===== config.mk =====
export PLATFORM = sky130hd
export DESIGN_NAME = alu_sequencer
export DESIGN_NICKNAME = d
export VERILOG_FILES = /design/src/rtl/alu_sequencer.sv
export SDC_FILE = /design/constraint.sdc
export NUM_CORES = 1
export LEC_CHECK = 0
export ABC_AREA = 0
export BUFFER_PORTS_ARGS = -buffer_cell sky130_fd_sc_hd__buf_4
export CORE_AREA = 2 2 209 211
export DETAILED_ROUTE_END_ITERATION = 10
export DIE_AREA = 0 0 211 213
export GPL_TIMING_DRIVEN = 0
export PLACE_DENSITY = 0.68
export SYNTH_ARGS = -nofsm -noshare
export SYNTH_HDL_FRONTEND = slang
export SYNTH_SLANG_ARGS = --single-unit

===== constraint.sdc =====
create_clock -name clk -period 2.5 [get_ports clk]
set_input_delay 0.125 -clock clk [delete_from_list [all_inputs] [get_ports clk]]
set_output_delay 0.125 -clock clk [all_outputs]
set_load 0.01 [all_outputs]

===== src/rtl/alu_sequencer.sv =====
// ALU sequencer: IDLE/READ/EXEC/WB control around an external 16-bit ALU with a 16x16 register file.
// Define ALU_SEQ_IMM_EN to let instr_imm_sel select a sign-extended 8-bit immediate as operand B.
module alu_sequencer #(
    parameter logic [4:0] PSR_RST = 5'b00000
) (
    input  logic        clk,
    input  logic        rst_n,
    input  logic        instr_valid,
    output logic        instr_ready,
    input  logic [3:0]  instr_op,
    input  logic [3:0]  instr_rdest,
    input  logic [3:0]  instr_rsrc,
    input  logic [7:0]  instr_imm,
    input  logic        instr_imm_sel,
    output logic [15:0] alu_rsrc,
    output logic [15:0] alu_rdest,
    output logic [3:0]  alu_opcode,
    input  logic [15:0] alu_out,
    input  logic [4:0]  alu_flags,
    input  logic        rf_wr_en,
    input  logic [3:0]  rf_wr_addr,
    input  logic [15:0] rf_wr_data,
    input  logic [3:0]  rf_rd_addr,
    output logic [15:0] rf_rd_data,
    output logic        done,
    output logic        err,
    output logic [4:0]  psr,
    output logic [15:0] wb_data
);
    typedef enum logic [1:0] {IDLE, READ, EXEC, WB} state_t;

    localparam logic [3:0] OP_SUB  = 4'd1;
    localparam logic [3:0] OP_CMP  = 4'd2;
    localparam logic [3:0] OP_LAST = 4'd9;

    state_t      state_q, state_d;
    logic        accept;
    logic [3:0]  op_q, rdest_q, rsrc_q;
    logic [15:0] rf_q [16];
    logic [15:0] opa_q, opb_q, opb_d;
    logic [3:0]  alu_op_q;
    logic [15:0] wb_data_q;
    logic [4:0]  flags_q, psr_q;
    logic        done_q, err_q;
    logic        op_illegal, rf_wb_en;

    assign instr_ready = (state_q == IDLE);
    assign accept      = instr_valid && instr_ready;
    assign op_illegal  = (alu_op_q > OP_LAST);
    assign rf_wb_en    = (state_q == WB) && !op_illegal && (alu_op_q != OP_CMP);

    always_ff @(posedge clk or negedge rst_n) begin
        if (!rst_n) begin
            state_q <= IDLE;
        end else begin
            state_q <= state_d;
        end
    end

    always_comb begin
        state_d = state_q;
        case (state_q)
            IDLE:    if (accept) state_d = READ;
            READ:    state_d = EXEC;
            EXEC:    state_d = WB;
            WB:      state_d = IDLE;
            default: state_d = IDLE;
        endcase
    end

    always_ff @(posedge clk or negedge rst_n) begin
        if (!rst_n) begin
            op_q    <= '0;
            rdest_q <= '0;
            rsrc_q  <= '0;
        end else if (accept) begin
            op_q    <= instr_op;
            rdest_q <= instr_rdest;
            rsrc_q  <= instr_rsrc;
        end
    end

`ifdef ALU_SEQ_IMM_EN
    logic [7:0] imm_q;
    logic       imm_sel_q;

    always_ff @(posedge clk or negedge rst_n) begin
        if (!rst_n) begin
            imm_q     <= '0;
            imm_sel_q <= 1'b0;
        end else if (accept) begin
            imm_q     <= instr_imm;
            imm_sel_q <= instr_imm_sel;
        end
    end

    assign opb_d = imm_sel_q ? {{8{imm_q[7]}}, imm_q} : rf_q[rsrc_q];
`else
    logic unused_imm;
    assign unused_imm = ^{instr_imm, instr_imm_sel};
    assign opb_d      = rf_q[rsrc_q];
`endif

    // Operands are sampled at the READ edge, so host writes landing on that same edge are not seen.
    always_ff @(posedge clk or negedge rst_n) begin
        if (!rst_n) begin
            opa_q     <= '0;
            opb_q     <= '0;
            alu_op_q  <= '0;
            wb_data_q <= '0;
            flags_q   <= '0;
            done_q    <= 1'b0;
            err_q     <= 1'b0;
        end else begin
            if (state_q == READ) begin
                opa_q    <= rf_q[rdest_q];
                opb_q    <= opb_d;
                alu_op_q <= op_q;
            end
            if (state_q == EXEC) begin
                wb_data_q <= alu_out;
                flags_q   <= alu_flags;
            end
            done_q <= (state_q == EXEC);
            err_q  <= (state_q == EXEC) && op_illegal;
        end
    end

    // Writeback is assigned last so it overrides a host write to the same address.
    always_ff @(posedge clk or negedge rst_n) begin
        if (!rst_n) begin
            for (int i = 0; i < 16; i++) begin
                rf_q[i] <= '0;
            end
        end else begin
            if (rf_wr_en) begin
                rf_q[rf_wr_addr] <= rf_wr_data;
            end
            if (rf_wb_en) begin
                rf_q[rdest_q] <= wb_data_q;
            end
        end
    end

    // CMP refreshes only N, Z and L; carry (bit 0) and overflow (bit 2) survive.
    always_ff @(posedge clk or negedge rst_n) begin
        if (!rst_n) begin
            psr_q <= PSR_RST;
        end else if (state_q == WB) begin
            if (alu_op_q <= OP_SUB) begin
                psr_q <= flags_q;
            end else if (alu_op_q == OP_CMP) begin
                psr_q <= {flags_q[4], flags_q[3], psr_q[2], flags_q[1], psr_q[0]};
            end
        end
    end

    assign alu_rdest  = opa_q;
    assign alu_rsrc   = opb_q;
    assign alu_opcode = alu_op_q;
    assign rf_rd_data = rf_q[rf_rd_addr];
    assign done       = done_q;
    assign err        = err_q;
    assign psr        = psr_q;
    assign wb_data    = wb_data_q;

endmodule


# Yosys cells after proc, flatten, opt, wreduce, memory -nomap -nowiden
# Cells that the tools add are included.
[word_totals]
ff_bits = 334
word_cells = 79
out_inout_bits = 76
[classes]
n_eq_ne = 6
n_bitwise = 4
order_cmp = 8
muxes = 21
n_reduce_logical = 11
[op_table]
columns = ["cell", "n"]
rows = [
  ["256-bit bitwise mux", 2],
  ["256-bit 2-to-1 mux", 2],
  ["16-bit binary-select mux with 4-bit select", 3],
  ["16-bit demux with 4-bit select", 2],
  ["16-bit 2-to-1 mux", 8],
  ["5-bit >= comparator, second input constant", 4],
  ["4-bit inverter with 5-bit output", 4],
  ["5-bit by 1-bit less-than comparator with 1-bit output, second input constant", 2],
  ["5-bit 2-to-1 mux", 2],
  ["2-bit case mux with 4 select lines", 1],
  ["1-bit logical AND", 6],
  ["2-bit == test, second input constant", 2],
  ["4-bit by 2-bit == test with 1-bit output, second input constant", 1],
  ["4-bit > comparator, second input constant", 1],
  ["4-bit by 1-bit <= comparator with 1-bit output, second input constant", 1],
  ["4-bit by 2-bit != test with 1-bit output, second input constant", 1],
  ["2-bit AND reduction", 2],
  ["2-bit by 1-bit == test with 1-bit output, second input constant", 1],
  ["2-bit zero test", 1],
  ["2-bit 2-to-1 mux", 1],
  ["2-bit by 1-bit != test with 1-bit output, second input constant", 1],
  ["2-bit nonzero test", 1],
  ["1-bit zero test", 1],
]

# Depth between registers and ports, before layout
# Gate-level depths: netlist of the first run.
[logic_depth]
word_depth = 9
ltp_mapped = 8
ltp_nobuf = 5

# Least setup slack after synthesis of the first run
# No wires, ideal clock.
[synth_path]
kind = "reg2reg"
startpoint = "register state_q[0]"
endpoint = "register psr_q[1], in the netlist psr[1]"
t_arrival_ps = 1828
required_time_ps = 2375
period_less_slack_ps = 1952
path_slack_ps = 548
setup_ps = 125
stages_incl_launch_ff = 6
path_cell_list = "dfrtp_1 > ha_1 > inv_1 > buf_2 > a2111o_1 > mux2_2"
[synth_via]
elab_chain_len = 2
[synth_rtl]
columns = ["item", "line", "source"]
rows = [
  ["start, declared", "36", "state_t state_q, state_d;"],
  ["start signal, assigned", "56", "state_q <= state_d;"],
  ["2-bit == test", "149", "end else if (state_q == WB) begin"],
  ["2-bit AND reduction (no source line)", "--", ""],
  ["end signal, assigned", "151", "psr_q <= flags_q;"],
  ["end signal, assigned", "153", "psr_q <= {flags_q[4], flags_q[3], psr_q[2], flags_q[1], psr_q[0]};"],
  ["end, declared", "43", "logic [4:0] flags_q, psr_q;"],
]
# Every way passes these cells.
# A chain may end at the register's enable or synchronous reset.

# Worst setup path in the final report of the first run
[layout_path]
startpoint = "input rf_rd_addr[1]"
endpoint = "output rf_rd_data[15]"
[layout_via]
elab_chain_len = 4
[layout_rtl]
columns = ["item", "line", "source"]
rows = [
  ["start, declared", "23", "input logic [3:0] rf_rd_addr,"],
  ["4-bit inverter with 5-bit output (implied by the code)", "161", "assign rf_rd_data = rf_q[rf_rd_addr];"],
  ["16-bit binary-select mux with 4-bit select", "161", ""],
  ["16-bit 2-to-1 mux (implied by the code) (2 in a row)", "161", ""],
  ["end, declared", "24", "output logic [15:0] rf_rd_data,"],
]
# Every way passes these cells. The select of a mux whose other input is x is not followed.

==> impl_metrics.csv, run 1 <==
group,metric,value,unit
status,status,"completed",
synthesis,synth-edff-count,0,
die,pin_count,146,
power,power.switching,14800,µW
die,die_h,213,µm
detailed_routing,dr.pass1.iters,6,
layout,syn2layout_area_growth,17.0,%
detailed_routing,drt_iter0_markers,2329,
detailed_routing,drc,0,
layout,fin_util,57.8,%
cts,cts_tree,"done",
power,ir_drop,0.806,mV
cts,cts_inserted_buffers,39,
critical_path,path_max_fanout,10,
die,fp.dieW,211,µm
timing,fin_setup_tns,0,ns
die,initial_core_util,49.4,%
critical_path,critPathTopFamily,"buffers and inverters",
synthesis,synth-seq-cells,334,
synthesis,yosysSeqAreaShare,39.6,%
critical_path,end_kind,"output pin",
power,power_frac_comb,48.1,%
global_routing,grt_start_max_net_pins,124,
layout,final_cells,2619,
power,finalPower,34400,µW
power,switching_share,43.1,%
die,core,0.0427,mm²
layout,final_net_count,2119,
critical_path,worstPathArrival,2.35,ns
critical_path,slowest_delay,0.77,ns
global_routing,antenna_found_initial,1,
detailed_routing,post_drt_wl_per_cell,29.7,µm
global_routing,grt_use_total,35.0,%
synthesis,syn-cell-area,0.0211,mm²
timing,finalHoldViolations,0,
synthesis,synthMostInstantiatedCell,"dfrtp_1",
critical_path,cp.depth,5,
placed_design,dp_cells,2495,
cts,clock-sinks,334,
synthesis,synth_cells,1817,
synthesis,synth_common_cells,"dfrtp_1, mux2i_1, mux4_2",
synthesis,synth_top_cell_by_area,"dfrtp_1",
die,dieArea,0.0449,mm²
timing,min_period,2.47,ns
layout,fill_cells,3556,
cts,clkLatencyLatePin,0.58,ns
worst_hold_path,hp-class,"in -> async",
global_routing,overflow,0,
power,internal-power,19600,µW
synthesis,ys_top_cells_by_area,"dfrtp_1, mux4_2, mux2i_1, mux2_2, a21oi_1",
cts,htreeDepth,2,
placed_design,dp_hpwl,61700,µm
synthesis,synth_flop_cell,"dfrtp_1",
global_routing,grt_pass1_vias,17000,
flow_run,maxCapViolations,0,
detailed_routing,route.vias.total,17300,
detailed_routing,vias_per_cell,6.59,
die,rows,76,
timing,max_slew_margin,35.7,%
cts,root_buffer,"clkbuf_16",
timing,fmaxAchievable,404,MHz
synthesis,ys_async_sr_fraction,100,%
placed_design,io_buffers,130,
critical_path,cpMaxStageDelayCell,"clkbuf_1",
synthesis,syn_nets,1891,
layout,drive_gt1_share,29.9,%
critical_path,start_kind,"input port",
synthesis,ys_warn_count,0,
detailed_routing,ant_nets,0,
critical_path,worstPathRequired,2.38,ns
detailed_routing,detail_route.wirelength,77800,µm
timing,final_max_slew_viol_count,0,
critical_path,worst_r2r_path_depth,6,
synthesis,synth_cell_types,42,
critical_path,crit_buf_inv,3,
timing,setup_viol,0,
cts,clock_path_buffers,3,
power,seqPwrFrac,35.0,%
power,power.leakage,0.00993,µW
power,powerDensity,1390,mW/mm²
global_routing,grt_pass1_wl,113000,µm
power,clock_power_share,16.9,%
timing,worstMarginPinSlew,0.964,ns
layout,num_antenna_cells,0,
placed_design,place.gp.congestion,1.08,
synthesis,yosys.area.top_type_share,39.6,%
synthesis,syn_area_per_cell,11.6,µm²
critical_path,crit_top_cell,"mux4_2",
timing,rsz0062_at_grt,"false",
timing,timing.final.crit_share,98.9,%
timing,fin_skew,0.0207,ns
critical_path,worstSetupPathType,"in -> out",
critical_path,cp_cell_sequence,"buf_2 -> clkbuf_1 -> mux4_2 -> mux4_2 -> buf_4",
cts,path_clk_slew,0.05,ns
## worst register-to-register path: cells and delay by family, from the launching register on
kind / cells / cell delay (ns)
AOI/OAI and AO/OA: 1 / 0.24
adders and majority gates: 1 / 0.15
DFF: 1 / 0.41
buffers and inverters: 4 / 1.45
## routing by layer
layer	global-route usage (%)	up-vias	wire length, µm
li1	-	7258	-
met1	49.0	8701	31000
met2	51.9	1149	34100
met3	11.3	150	10200
met4	11.2	2	2420
met5	0	-	10
## power by group through the flow
stage / clock network (µW) / registers (µW) / logic (µW)
6_report: 5800 / 12000 / 16500
3_3_place_gp: 0 / 11500 / 15600
5_1_grt: 6050 / 12100 / 17500
4_1_cts: 5850 / 11600 / 16100
2_1_floorplan: 0 / 9990 / 11300
3_5_place_dp: 0 / 11700 / 16000
## path summary, 6_finish.rpt
| path | start | end | slack (ns) |
|---|---|---|---|
| worst max-delay path | rf_rd_addr[1] | rf_rd_data[15] | 0.03 |
| worst min-delay path | rst_n | flags_q[2]$_DFFE_PN0P_ | 0.17 |
| worst max register to register | state_q[1]$_DFFE_PN0P_ | alu_rsrc[15]$_DFFE_PN0N_ | 0.08 |
| worst min register to register | flags_q[2]$_DFFE_PN0P_ | psr[2]$_DFFE_PN0P_ | 0.50 |
| max in group asynchronous | rst_n | rf_q[201]$_DFF_PN0_ | 1.11 |
| min in group clk | instr_valid | state_q[1]$_DFFE_PN0P_ | 0.29 |
## placed cells by master (no fill, tap or decap), drive strengths merged
cell,count
a2111o,9
a2111oi,8
a21oi,145
a22oi,16
a31oi,16
and3,2
buf,278
bufinv,2
clkbuf,111
clkinv,11
clkinvlp,3
dfrtp,334
dlygate4sd3,51
ha,4
inv,5
mux2,58
mux2i,320
mux4,176
nand2,132
nand2b,3
nand3,2
nand3b,7
nor2,173
nor2b,1
nor3b,1
nor4,1
o21ai,129
o21bai,1
o22ai,64
o31ai,1
or2,2
or3,4
or3b,3
## through the flow
| stage | area [µm²] | hold WS [ns] | setup slack (ns) |
|---|---|---|---|
| 2_1_floorplan | 21100 | -0.171 | 0.548 |
| 3_3_place_gp | 22800 | 0.322 | -1.85 |
| 3_5_place_dp | 22800 | 0.239 | -0.343 |
| 4_1_cts | 24600 | 0.225 | 0.00591 |
| 5_1_grt | 24700 | 0.253 | 0.0248 |
| 6_report | 24700 | 0.170 | 0.0269 |
## cells by family (layout without fill, tap and decap cells)
logic type	count (synthesis)	in the layout	share of synthesized area, %
AND/OR/NAND/NOR	331	331	6.72
adder cells (fa/ha/maj)	4	4	0.237
buffers and inverters	205	461	4.98
AO/OA/AOI/OAI	389	389	11.4
flip-flops	334	334	39.6
multiplexers	554	554	37.1
## sequential cells by signal, summed over array words and instances, names as in the netlist
register and flops:
alu_rdest 16, flags_q 5, rf_q 256, alu_opcode 4, done 1, wb_data 16, rdest_q 4, alu_rsrc 16
psr 5, rsrc_q 4, state_q 2, err 1, op_q 4
## what timing repair did
action | 4_1_cts | 5_1_grt
hold buffers | 51 | 0
setup endpoints to repair | 51 | 93
pin swaps | 0 | 2
gates resized for setup | 5 | 13
endpoints found under the hold margin | 228 | 0
setup buffers | 0 | 4
## cell type report
| cell class | instances | area [µm²] | share of cell area, % |
|---|---|---|---|
| plain buffers | 200 | 1040 | 4.23 |
| clock buffers | 53 | 1110 | 4.49 |
| clock inverters | 16 | 165 | 0.669 |
| inverters | 5 | 22.5 | 0.0913 |
| multi-input cells | 1278 | 11700 | 47.4 |
| flip-flops and latches | 334 | 8360 | 33.9 |
| well taps | 546 | 683 | 2.77 |
| repair buffers | 187 | 1600 | 6.50 |
Power figures use the tool's default switching activity.
==> run 2, diff against run 1 <==
REMOVE_ABC_BUFFERS = 1   (was not set)
SKIP_LAST_GASP = 1   (was not set)
==> run 2 against run 1 <==
Against the previous run: register-to-register slack barely moved; non-clock buffer count fell by 116; power fell by 2.6%; sequential share of layout area fell by 0.43 points; critical path depth fell by 1; maximum frequency rose by 1.6%; sequential power barely moved; combinational power fell by 7%; worst setup slack improved by 0.039 ns.
==> impl_metrics.csv, run 2 (same netlist as run 1, synthesis figures left out) <==
group,metric,value,unit
status,status,"completed",
critical_path,worstSetupPathType,"in -> out",
cts,clkLatencyLatePin,0.58,ns
cts,clock_path_buffers,3,
die,die_h,213,µm
timing,fin_skew,0.0240,ns
critical_path,start_kind,"input port",
layout,final_common_cell,"dfrtp_1",
critical_path,worstPathRequired,2.38,ns
die,dieArea,0.0449,mm²
detailed_routing,route.vias.total,17200,
placed_design,place.gp.congestion,0.847,
timing,setup_viol,0,
global_routing,grt_start_max_net_pins,115,
critical_path,reg2reg_slack,0.09,ns
timing,min_period,2.43,ns
detailed_routing,detail_route.wirelength,76100,µm
power,power.leakage,0.00995,µW
critical_path,worst_r2r_path_depth,6,
timing,timing.final.crit_share,97.4,%
cts,cts_inserted_buffers,40,
global_routing,antenna_found_initial,2,
critical_path,end_kind,"output pin",
global_routing,grt_use_total,33.8,%
cts,path_clk_slew,0.05,ns
detailed_routing,drt_iter0_markers,2179,
layout,mostFrequentLayoutCells,"dfrtp_1, mux2i_1, mux4_2",
cts,root_buffer,"clkbuf_16",
timing,final_max_slew_viol_count,0,
layout,fill_cells,3399,
timing,finalHoldViolations,0,
timing,worst_slack,0.0657,ns
power,ir_drop,1.12,mV
detailed_routing,dr.pass1.iters,9,
cts,htreeDepth,2,
die,fp.dieW,211,µm
placed_design,place_area,0.0225,mm²
worst_hold_path,hp-class,"in -> async",
layout,syn2layout_area_growth,18.7,%
timing,worstMarginPinSlew,1.17,ns
critical_path,r2r_end,"rf_q[193]$_DFF_PN0_",
timing,max_slew_margin,22.1,%
power,finalPower,33500,µW
layout,fin_area,0.0250,mm²
placed_design,dp_slack,-1.04,ns
flow_run,maxCapViolations,0,
placed_design,io_buffers,136,
detailed_routing,post_drt_wl_per_cell,30.3,µm
layout,regMostFlops,"rf_q",
global_routing,grt_pass1_wl,111000,µm
layout,final_net_count,2012,
critical_path,worstPathArrival,2.31,ns
detailed_routing,ant_nets,0,
cts,cts_tree,"done",
power,powerDensity,1340,mW/mm²
detailed_routing,vias_per_cell,6.86,
global_routing,overflow,0,
die,rows,76,
cts,clock-sinks,334,
layout,drive_gt1_share,31.0,%
timing,rsz0062_at_grt,"false",
die,pin_count,146,
die,initial_core_util,49.4,%
die,core,0.0427,mm²
layout,largest_reg_flops,256,
placed_design,dp_hpwl,42100,µm
layout,num_antenna_cells,0,
timing,fmaxAchievable,411,MHz
critical_path,path_max_fanout,64,
layout,fin_util,58.7,%
detailed_routing,drc,0,
global_routing,grt_pass1_vias,17000,
critical_path,timing.rr.start,"rdest_q[0]$_DFFE_PN0P_",
run 2: changes by cell type in the layout (fill, tap and decap cells not counted), moves of 13 or more:
| cell | change |
|---|---|
| buf_2 | -87 |
| clkbuf_2 | -13 |
| buf_1 | -23 |
| a2111o_2 | +14 |
| buf_4 | +22 |
| clkbuf_1 | -44 |
run 2: worst max path at each step:
stage / from / end / slack, ns / cells past startpoint
3_5_place_dp: rdest_q[1]$_DFFE_PN0P_ / rf_q[103]$_DFF_PN0_ / -1.04 / 5
6_report: rf_rd_addr[1] / rf_rd_data[15] / 0.07 / 4
2_1_floorplan: rdest_q[0]$_DFFE_PN0P_ / rf_q[192]$_DFF_PN0_ / -3.23 / 4
4_1_cts: rdest_q[1]$_DFFE_PN0P_ / rf_q[116]$_DFF_PN0_ / -0.25 / 7
3_3_place_gp: rdest_q[0]$_DFFE_PN0P_ / rf_q[202]$_DFF_PN0_ / -5.35 / 4
5_1_grt: rdest_q[0]$_DFFE_PN0P_ / rf_q[192]$_DFF_PN0_ / 0.002 / 6
run 2: critical path, cell delays in order:
cell    delay (ns)
buf_4         0.82
mux4_2        0.63
mux4_2        0.51
buf_4         0.17
run 2: through the flow:
stage               hold WS [ns]  TNS [ns]  cells
floorplan                 -0.171   -732.89   1617
global placement           0.323  -1990.10   2299
detailed placement        0.0775   -119.26   2335
CTS                       0.0564     -5.67   2502
global route              0.0982         0   2514
finish                    0.0505         0   2514
run 2: power by group:
part / switching [µW] / internal [µW]
Combinational: 7160 / 8190
Sequential: 3910 / 8090
Clock: 2440 / 3690
run 2: layer usage:
| layer | part of all wire (%) | vias up | GRT usage (%) |
|---|---|---|---|
| li1 | - | 7078 | - |
| met1 | 36 | 8558 | 43.9 |
| met5 | 0.021 | - | 0 |
| met4 | 6.2 | 2 | 17.7 |
| met3 | 12 | 326 | 9.81 |
| met2 | 45 | 1273 | 51.5 |
run 2: what timing repair did:
action | CTS | global route
setup endpoints to repair | 296 | 150
pin swaps | 19 | 5
gates cloned | 6 | 2
resized for setup | 20 | 7
hold buffers | 51 | 0
endpoints found under the hold margin | 417 | 0
setup buffers | 38 | 10
run 2: layout make-up:
class / count / area (µm²) / area share [%]
clock buffers: 56 / 1170 / 4.68
clock inverters: 16 / 195 / 0.779
inverters: 5 / 22.5 / 0.0899
multi-input cells: 1285 / 11900 / 47.5
flip-flops and latches: 334 / 8380 / 33.4
well taps: 546 / 683 / 2.73
repair buffers: 271 / 2700 / 10.8
repair inverters: 1 / 7.51 / 0.0300
